### src/rtl/vending_pkg.sv
// Shared types and constants for the change dispenser.
package vending_pkg;

  typedef enum logic [2:0] {
    S_IDLE,
    S_PICK,
    S_PULSE,
    S_GAP,
    S_FINISH
  } state_t;

  typedef enum logic [1:0] {
    SEL_NONE,
    SEL_Q,
    SEL_D,
    SEL_N
  } coin_sel_t;

  localparam logic [7:0] COIN_Q = 8'd25;
  localparam logic [7:0] COIN_D = 8'd10;
  localparam logic [7:0] COIN_N = 8'd5;

endpackage

### src/rtl/release_pulse_gen.sv
// Release-line timer: on fire, drives the selected line for PULSE_CYCLES,
// then holds all lines low for GAP_CYCLES. phase_done marks the last cycle
// of either phase so the controller can step its own state in lock-step.
module release_pulse_gen
  import vending_pkg::*;
#(
  parameter int PULSE_CYCLES = 2,
  parameter int GAP_CYCLES   = 1
) (
  input  logic      clk,
  input  logic      reset,
  input  logic      fire,
  input  coin_sel_t sel,
  output logic      relq,
  output logic      reld,
  output logic      reln,
  output logic      phase_done
);

  localparam int MAXC = (PULSE_CYCLES > GAP_CYCLES) ? PULSE_CYCLES : GAP_CYCLES;
  localparam int CW   = (MAXC > 1) ? $clog2(MAXC) : 1;

  typedef enum logic [1:0] {P_IDLE, P_PULSE, P_GAP} phase_t;

  phase_t        phase_q, phase_d;
  logic [CW-1:0] cnt_q, cnt_d;
  logic          relq_q, relq_d;
  logic          reld_q, reld_d;
  logic          reln_q, reln_d;

  // Phase sequencing and down-counter reload.
  always_comb begin
    phase_d = phase_q;
    cnt_d   = cnt_q;
    relq_d  = relq_q;
    reld_d  = reld_q;
    reln_d  = reln_q;
    case (phase_q)
      P_IDLE: begin
        if (fire && sel != SEL_NONE) begin
          phase_d = P_PULSE;
          cnt_d   = CW'(PULSE_CYCLES - 1);
          relq_d  = (sel == SEL_Q);
          reld_d  = (sel == SEL_D);
          reln_d  = (sel == SEL_N);
        end
      end
      P_PULSE: begin
        if (cnt_q == '0) begin
          phase_d = P_GAP;
          cnt_d   = CW'(GAP_CYCLES - 1);
          relq_d  = 1'b0;
          reld_d  = 1'b0;
          reln_d  = 1'b0;
        end else begin
          cnt_d = cnt_q - CW'(1);
        end
      end
      P_GAP: begin
        if (cnt_q == '0) phase_d = P_IDLE;
        else             cnt_d   = cnt_q - CW'(1);
      end
      default: phase_d = P_IDLE;
    endcase
  end

  // Timer and release-line registers.
  always_ff @(posedge clk) begin
    if (reset) begin
      phase_q <= P_IDLE;
      cnt_q   <= '0;
      relq_q  <= 1'b0;
      reld_q  <= 1'b0;
      reln_q  <= 1'b0;
    end else begin
      phase_q <= phase_d;
      cnt_q   <= cnt_d;
      relq_q  <= relq_d;
      reld_q  <= reld_d;
      reln_q  <= reln_d;
    end
  end

  assign relq       = relq_q;
  assign reld       = reld_q;
  assign reln       = reln_q;
  assign phase_done = (phase_q != P_IDLE) && (cnt_q == '0);

endmodule

### src/rtl/change_dispenser.sv
// Greedy change dispenser: quarters, then dimes, then nickels, with
// per-denomination inventory and completion/shortfall strobes.
module change_dispenser
  import vending_pkg::*;
#(
  parameter int PULSE_CYCLES = 2,
  parameter int GAP_CYCLES   = 1,
  parameter int CNT_W        = 6,
  parameter int INIT_Q       = 10,
  parameter int INIT_D       = 10,
  parameter int INIT_N       = 10
) (
  input  logic             clk,
  input  logic             reset,
  input  logic             start,
  input  logic [7:0]       amount,
  input  logic             refill,
  input  logic [CNT_W-1:0] refill_q,
  input  logic [CNT_W-1:0] refill_d,
  input  logic [CNT_W-1:0] refill_n,
  output logic             busy,
  output logic             relq,
  output logic             reld,
  output logic             reln,
  output logic             done,
  output logic             short,
  output logic [7:0]       remain,
  output logic [CNT_W-1:0] inv_q,
  output logic [CNT_W-1:0] inv_d,
  output logic [CNT_W-1:0] inv_n
);

  state_t           state_q, state_d;
  logic             busy_q, busy_d;
  logic             done_q, done_d;
  logic             short_q, short_d;
  logic [7:0]       remain_q, remain_d;
  logic [CNT_W-1:0] cnt_qtr_q, cnt_qtr_d;
  logic [CNT_W-1:0] cnt_dime_q, cnt_dime_d;
  logic [CNT_W-1:0] cnt_nkl_q, cnt_nkl_d;

  logic      fire;
  coin_sel_t sel;
  logic      phase_done;

  // Controller: coin choice, inventory bookkeeping and phase tracking.
  always_comb begin
    state_d    = state_q;
    busy_d     = busy_q;
    done_d     = 1'b0;
    short_d    = 1'b0;
    remain_d   = remain_q;
    cnt_qtr_d  = cnt_qtr_q;
    cnt_dime_d = cnt_dime_q;
    cnt_nkl_d  = cnt_nkl_q;
    fire       = 1'b0;
    sel        = SEL_NONE;
    case (state_q)
      S_IDLE: begin
        // Refill wins over start; a start in the same cycle is dropped.
        if (refill) begin
          cnt_qtr_d  = refill_q;
          cnt_dime_d = refill_d;
          cnt_nkl_d  = refill_n;
        end else if (start) begin
          remain_d = amount;
          busy_d   = 1'b1;
          state_d  = S_PICK;
        end
      end
      S_PICK: begin
        if (remain_q >= COIN_Q && cnt_qtr_q != '0) begin
          sel       = SEL_Q;
          fire      = 1'b1;
          remain_d  = remain_q - COIN_Q;
          cnt_qtr_d = cnt_qtr_q - CNT_W'(1);
          state_d   = S_PULSE;
        end else if (remain_q >= COIN_D && cnt_dime_q != '0) begin
          sel        = SEL_D;
          fire       = 1'b1;
          remain_d   = remain_q - COIN_D;
          cnt_dime_d = cnt_dime_q - CNT_W'(1);
          state_d    = S_PULSE;
        end else if (remain_q >= COIN_N && cnt_nkl_q != '0) begin
          sel       = SEL_N;
          fire      = 1'b1;
          remain_d  = remain_q - COIN_N;
          cnt_nkl_d = cnt_nkl_q - CNT_W'(1);
          state_d   = S_PULSE;
        end else begin
          // Nothing fits: either finished cleanly or stuck with a residue.
          state_d = S_FINISH;
          busy_d  = 1'b0;
          done_d  = 1'b1;
          short_d = (remain_q != '0);
        end
      end
      S_PULSE: if (phase_done) state_d = S_GAP;
      S_GAP:   if (phase_done) state_d = S_PICK;
      S_FINISH: state_d = S_IDLE;
      default:  state_d = S_IDLE;
    endcase
  end

  // Controller state and registered outputs.
  always_ff @(posedge clk) begin
    if (reset) begin
      state_q    <= S_IDLE;
      busy_q     <= 1'b0;
      done_q     <= 1'b0;
      short_q    <= 1'b0;
      remain_q   <= '0;
      cnt_qtr_q  <= CNT_W'(INIT_Q);
      cnt_dime_q <= CNT_W'(INIT_D);
      cnt_nkl_q  <= CNT_W'(INIT_N);
    end else begin
      state_q    <= state_d;
      busy_q     <= busy_d;
      done_q     <= done_d;
      short_q    <= short_d;
      remain_q   <= remain_d;
      cnt_qtr_q  <= cnt_qtr_d;
      cnt_dime_q <= cnt_dime_d;
      cnt_nkl_q  <= cnt_nkl_d;
    end
  end

  release_pulse_gen #(
    .PULSE_CYCLES(PULSE_CYCLES),
    .GAP_CYCLES  (GAP_CYCLES)
  ) u_rel (
    .clk       (clk),
    .reset     (reset),
    .fire      (fire),
    .sel       (sel),
    .relq      (relq),
    .reld      (reld),
    .reln      (reln),
    .phase_done(phase_done)
  );

  assign busy   = busy_q;
  assign done   = done_q;
  assign short  = short_q;
  assign remain = remain_q;
  assign inv_q  = cnt_qtr_q;
  assign inv_d  = cnt_dime_q;
  assign inv_n  = cnt_nkl_q;

endmodule

### config.mk
export PLATFORM = sky130hd
export DESIGN_NAME = change_dispenser
export DESIGN_NICKNAME = d
export VERILOG_FILES = /design/src/rtl/vending_pkg.sv /design/src/rtl/release_pulse_gen.sv /design/src/rtl/change_dispenser.sv
export SDC_FILE = /design/constraint.sdc
export NUM_CORES = 1
export LEC_CHECK = 0
export CAP_MARGIN = 20
export CORE_MARGIN = 2
export CORE_UTILIZATION = 45
export DETAILED_ROUTE_END_ITERATION = 12
export GPL_ROUTABILITY_DRIVEN = 0
export PLACE_DENSITY_LB_ADDON = 0.05
export SYNTH_ARGS = -nofsm -noshare
export SYNTH_HDL_FRONTEND = slang
export SYNTH_SLANG_ARGS = --single-unit
### constraint.sdc
create_clock -name clk -period 2.5 [get_ports clk]
set_input_delay 0.375 -clock clk [delete_from_list [all_inputs] [get_ports clk]]
set_output_delay 0.375 -clock clk [all_outputs]
set_load 0.05 [all_outputs]
==> run summary <==
status: finished clean
min-delay src: u_rel.relq$_SDFFE_PP0P_
non-filler instance count after layout: 509
IO Pins: 62
CTS tree: built
Pre-antenna DRT Iters: 5
Lkg Pwr: 0.00147 uW
Placed Cells: 491
hold endpoint: u_rel.relq$_SDFFE_PP0P_
drt total wl: 8890 um
clk_skew: 0.00631 ns
DP HPWL: 6360 um
Synth Register Bits: 38
Post-synth EDFFs: 0
actual transition at the worst max-transition pin: 0.627 ns
syn nets: 387
die area: 6500 sq um
global route total overflow: 0
fillers: 494
clk buf depth: 2
Final setup viols: 0
Synth-to-Final Area Change: 47.7%
type of the most critical hold path: flip-flop to flip-flop
largest net degree at the start of global routing: 43
Tot GR Track Use: 27.7%
internal reg-to-reg setup slack: 0.01 ns
Max-Cap Viols: 0
Tcrit/Tclk final: 99.5%
final hold vios: 0
first-pass GRT wire length: 14100 um
ANT cells: 0
kind of critical path: flip-flop to flip-flop
fin area: 3900 sq um
Compound-Gate Fraction of Synth Area: 31.7%
reg2reg path depth: 8
Worst R2R Start: inv_q[1]$_SDFFE_PP1P_
top_reg_cell synth: dfxtp_1
Final min period: 2.49 ns
syn avg cell area: 7.68 sq um
commonest cells after routing, fill and taps aside: 61 x clkdlybuf4s50_1, 41 x buf_4, 33 x nor2_1, 32 x nand2_1, 32 x dfxtp_1
DRC violations left: 0
clock latency on the worst-skew pair: 0.30 ns
reg2reg end: inv_n[4]$_SDFFE_PP0P_
PortBufs: 61
maximum VDD drop: 0.000463 V
DR vias/cell: 6.04
Max Slew Vio Count: 0
commonest non-fill, non-tap cell in the layout: clkdlybuf4s50_1
Synth Warn #: 0
vias post-DR: 3076
synth unique cells: 56
antenna violations before repair: 0
sequential-to-total area share from yosys stat: 28.8%
Setup crit start kind: flip-flop
CP required: 2.68 ns
Synth Area in Adders: 6.16%
Pwr Density: 697 nW/um^2
H-tree Lvls: 2
chip width: 80.6 um
FP Rows: 27
share of layout cells above drive strength 1: 22.2%
highest clock rate: 0.402 GHz
Core Region: 5570 sq um
clock sinks: 38
worst endpoint data arrival time: 2.67 ns
Die Span Y: 80.6 um
vias in the first global route: 2901
Syn Inst Count: 344
antenna viol nets, final: 0
CTS root buf: clkbuf_8
Nets: 480
placed inst area: 3580 sq um
largest family of logic cells by synthesized area: compound AO/OA/AOI/OAI gates
Max-slew headroom: 58.1%
clk slew on worst S/H paths: 0.08 ns
Simple-Gate Fraction of Synth Area: 26.0%
Min-Delay Path Depth: 2
nature of the critical path endpoint: flip-flop
netlist area before placement: 2640 sq um
Routed wire per std cell: 17.5 um
Initial Utilization: 47.4%
Synth Area in XOR/XNOR: 0%
critical path peak fanout: 6
number of buffers created by CTS: 5
ys async rst share: 0%
unrepaired setup endpoints after global routing: yes
multiplexer share of the synthesized area: 2.27%
DR iter-0 viols: 301
-- cell families (layout without fill, tap and decap cells) --
kind of cell             count (synthesis)  in the layout
flip-flops                              38             38
AND/OR/NAND/NOR                        136            136
adder cells (fa/ha/maj)                 13             13
AO/OA/AOI/OAI                          116            116
multiplexers                             6              6
buffers and inverters                   35            128
-- state kept, by name (all words and copies together), names as in the netlist --
| name | count |
|---|---|
| busy | 1 |
| done | 1 |
| inv_d | 6 |
| inv_n | 6 |
| inv_q | 6 |
| remain | 8 |
| short | 1 |
| state_q | 3 |
| u_rel.cnt_q | 1 |
| u_rel.phase_q | 2 |
| u_rel.reld | 1 |
| u_rel.reln | 1 |
| u_rel.relq | 1 |
-- worst max path at each step --
stage                            from                     end  slack (ns)  depth (start not counted)
5_1_grt         inv_q[1]$_SDFFE_PP1P_   inv_n[4]$_SDFFE_PP0P_       -0.05                          8
4_1_cts        remain[1]$_SDFFE_PP0P_   inv_d[1]$_SDFFE_PP1P_       0.006                          8
6_report        inv_q[1]$_SDFFE_PP1P_   inv_n[4]$_SDFFE_PP0P_        0.01                          8
3_5_place_dp    inv_q[0]$_SDFFE_PP0P_   inv_n[0]$_SDFFE_PP0P_       -0.07                          8
2_1_floorplan   inv_q[0]$_SDFFE_PP0P_  remain[4]$_SDFFE_PP0P_       0.005                          9
3_3_place_gp    inv_q[0]$_SDFFE_PP0P_  remain[2]$_SDFFE_PP0P_        0.03                          8
-- routing by layer --
layer  vias to the layer above  global-route usage [%]  routed length (um)  part of all wire [%]
met1                      1437                    35.2                3760                    42
met4                         0                    7.46                 195                   2.2
li1                       1473                       -                   -                     -
met3                        28                    5.28                 609                   6.9
met2                       138                    47.5                4320                    49
met5                         -                       0                   0                     0
-- synthesized netlist by cell type (all sizes together), types with 4 or more instances --
| cell type | number | area share [%] |
|---|---|---|
| dfxtp | 38 | 29 |
| nor2 | 35 | 5.0 |
| nand2 | 32 | 4.5 |
| a21oi | 27 | 5.1 |
| o21ai | 24 | 4.5 |
| clkbuf | 18 | 2.6 |
| inv | 15 | 2.1 |
| ha | 13 | 6.2 |
| nor3 | 12 | 2.3 |
| a31oi | 10 | 2.6 |
| nand3 | 10 | 1.9 |
| nor2b | 10 | 2.4 |
| a211oi | 9 | 2.6 |
| o32ai | 8 | 2.7 |
| mux2i | 6 | 2.3 |
| nand2b | 6 | 1.4 |
| o211ai | 5 | 1.4 |
| o31ai | 5 | 1.9 |
| or2 | 5 | 1.2 |
| and2 | 4 | 0.95 |
| nand4 | 4 | 0.95 |
| o31a | 4 | 1.3 |
-- final cells by class --
type | count | area [sq um] | share of cell area [%]
multi-input cells | 271 | 1890 | 48.5
well taps | 72 | 90.1 | 2.31
clock buffers | 7 | 108 | 2.76
inverters | 15 | 61.3 | 1.57
flip-flops and latches | 38 | 778 | 19.9
repair buffers | 106 | 972 | 24.9
-- critical path: stages (launching register included) --
cell      delay (ns)
dfxtp_4         0.36
inv_4           0.05
ha_4            0.13
or4b_4          0.50
o41ai_4         0.39
o221ai_4        0.24
or4_1           0.54
nand3_1         0.10
a31oi_1         0.07
-- power by group --
group          total (uW)  internal (uW)  leakage (uW)  switching (uW)
clock network         513            279     0.0000555             234
registers             769            680      0.000314            88.8
logic                1440            610       0.00111             829
-- through the flow --
step           setup WS (ns)  total power (uW)  TNS (ns)  hold WS (ns)  util, %
2_1_floorplan        0.00510              1590         0         0.436        -
3_3_place_gp          0.0280              2030         0         0.442     64.2
3_5_place_dp         -0.0705              2050    -0.316         0.454     64.2
4_1_cts              0.00557              2590         0         0.465     67.3
5_1_grt              -0.0512              2850    -0.142         0.500     70.0
6_report              0.0115              2720         0         0.459     70.0
-- what timing repair did --
action,CTS,global route
endpoints found under the setup margin,12,30
gates resized for setup,8,25
hold endpoints to repair,0,0
pin swaps,2,7
hold buffers,0,0
buffers inserted,5,6
Power figures use the tool's default switching activity.
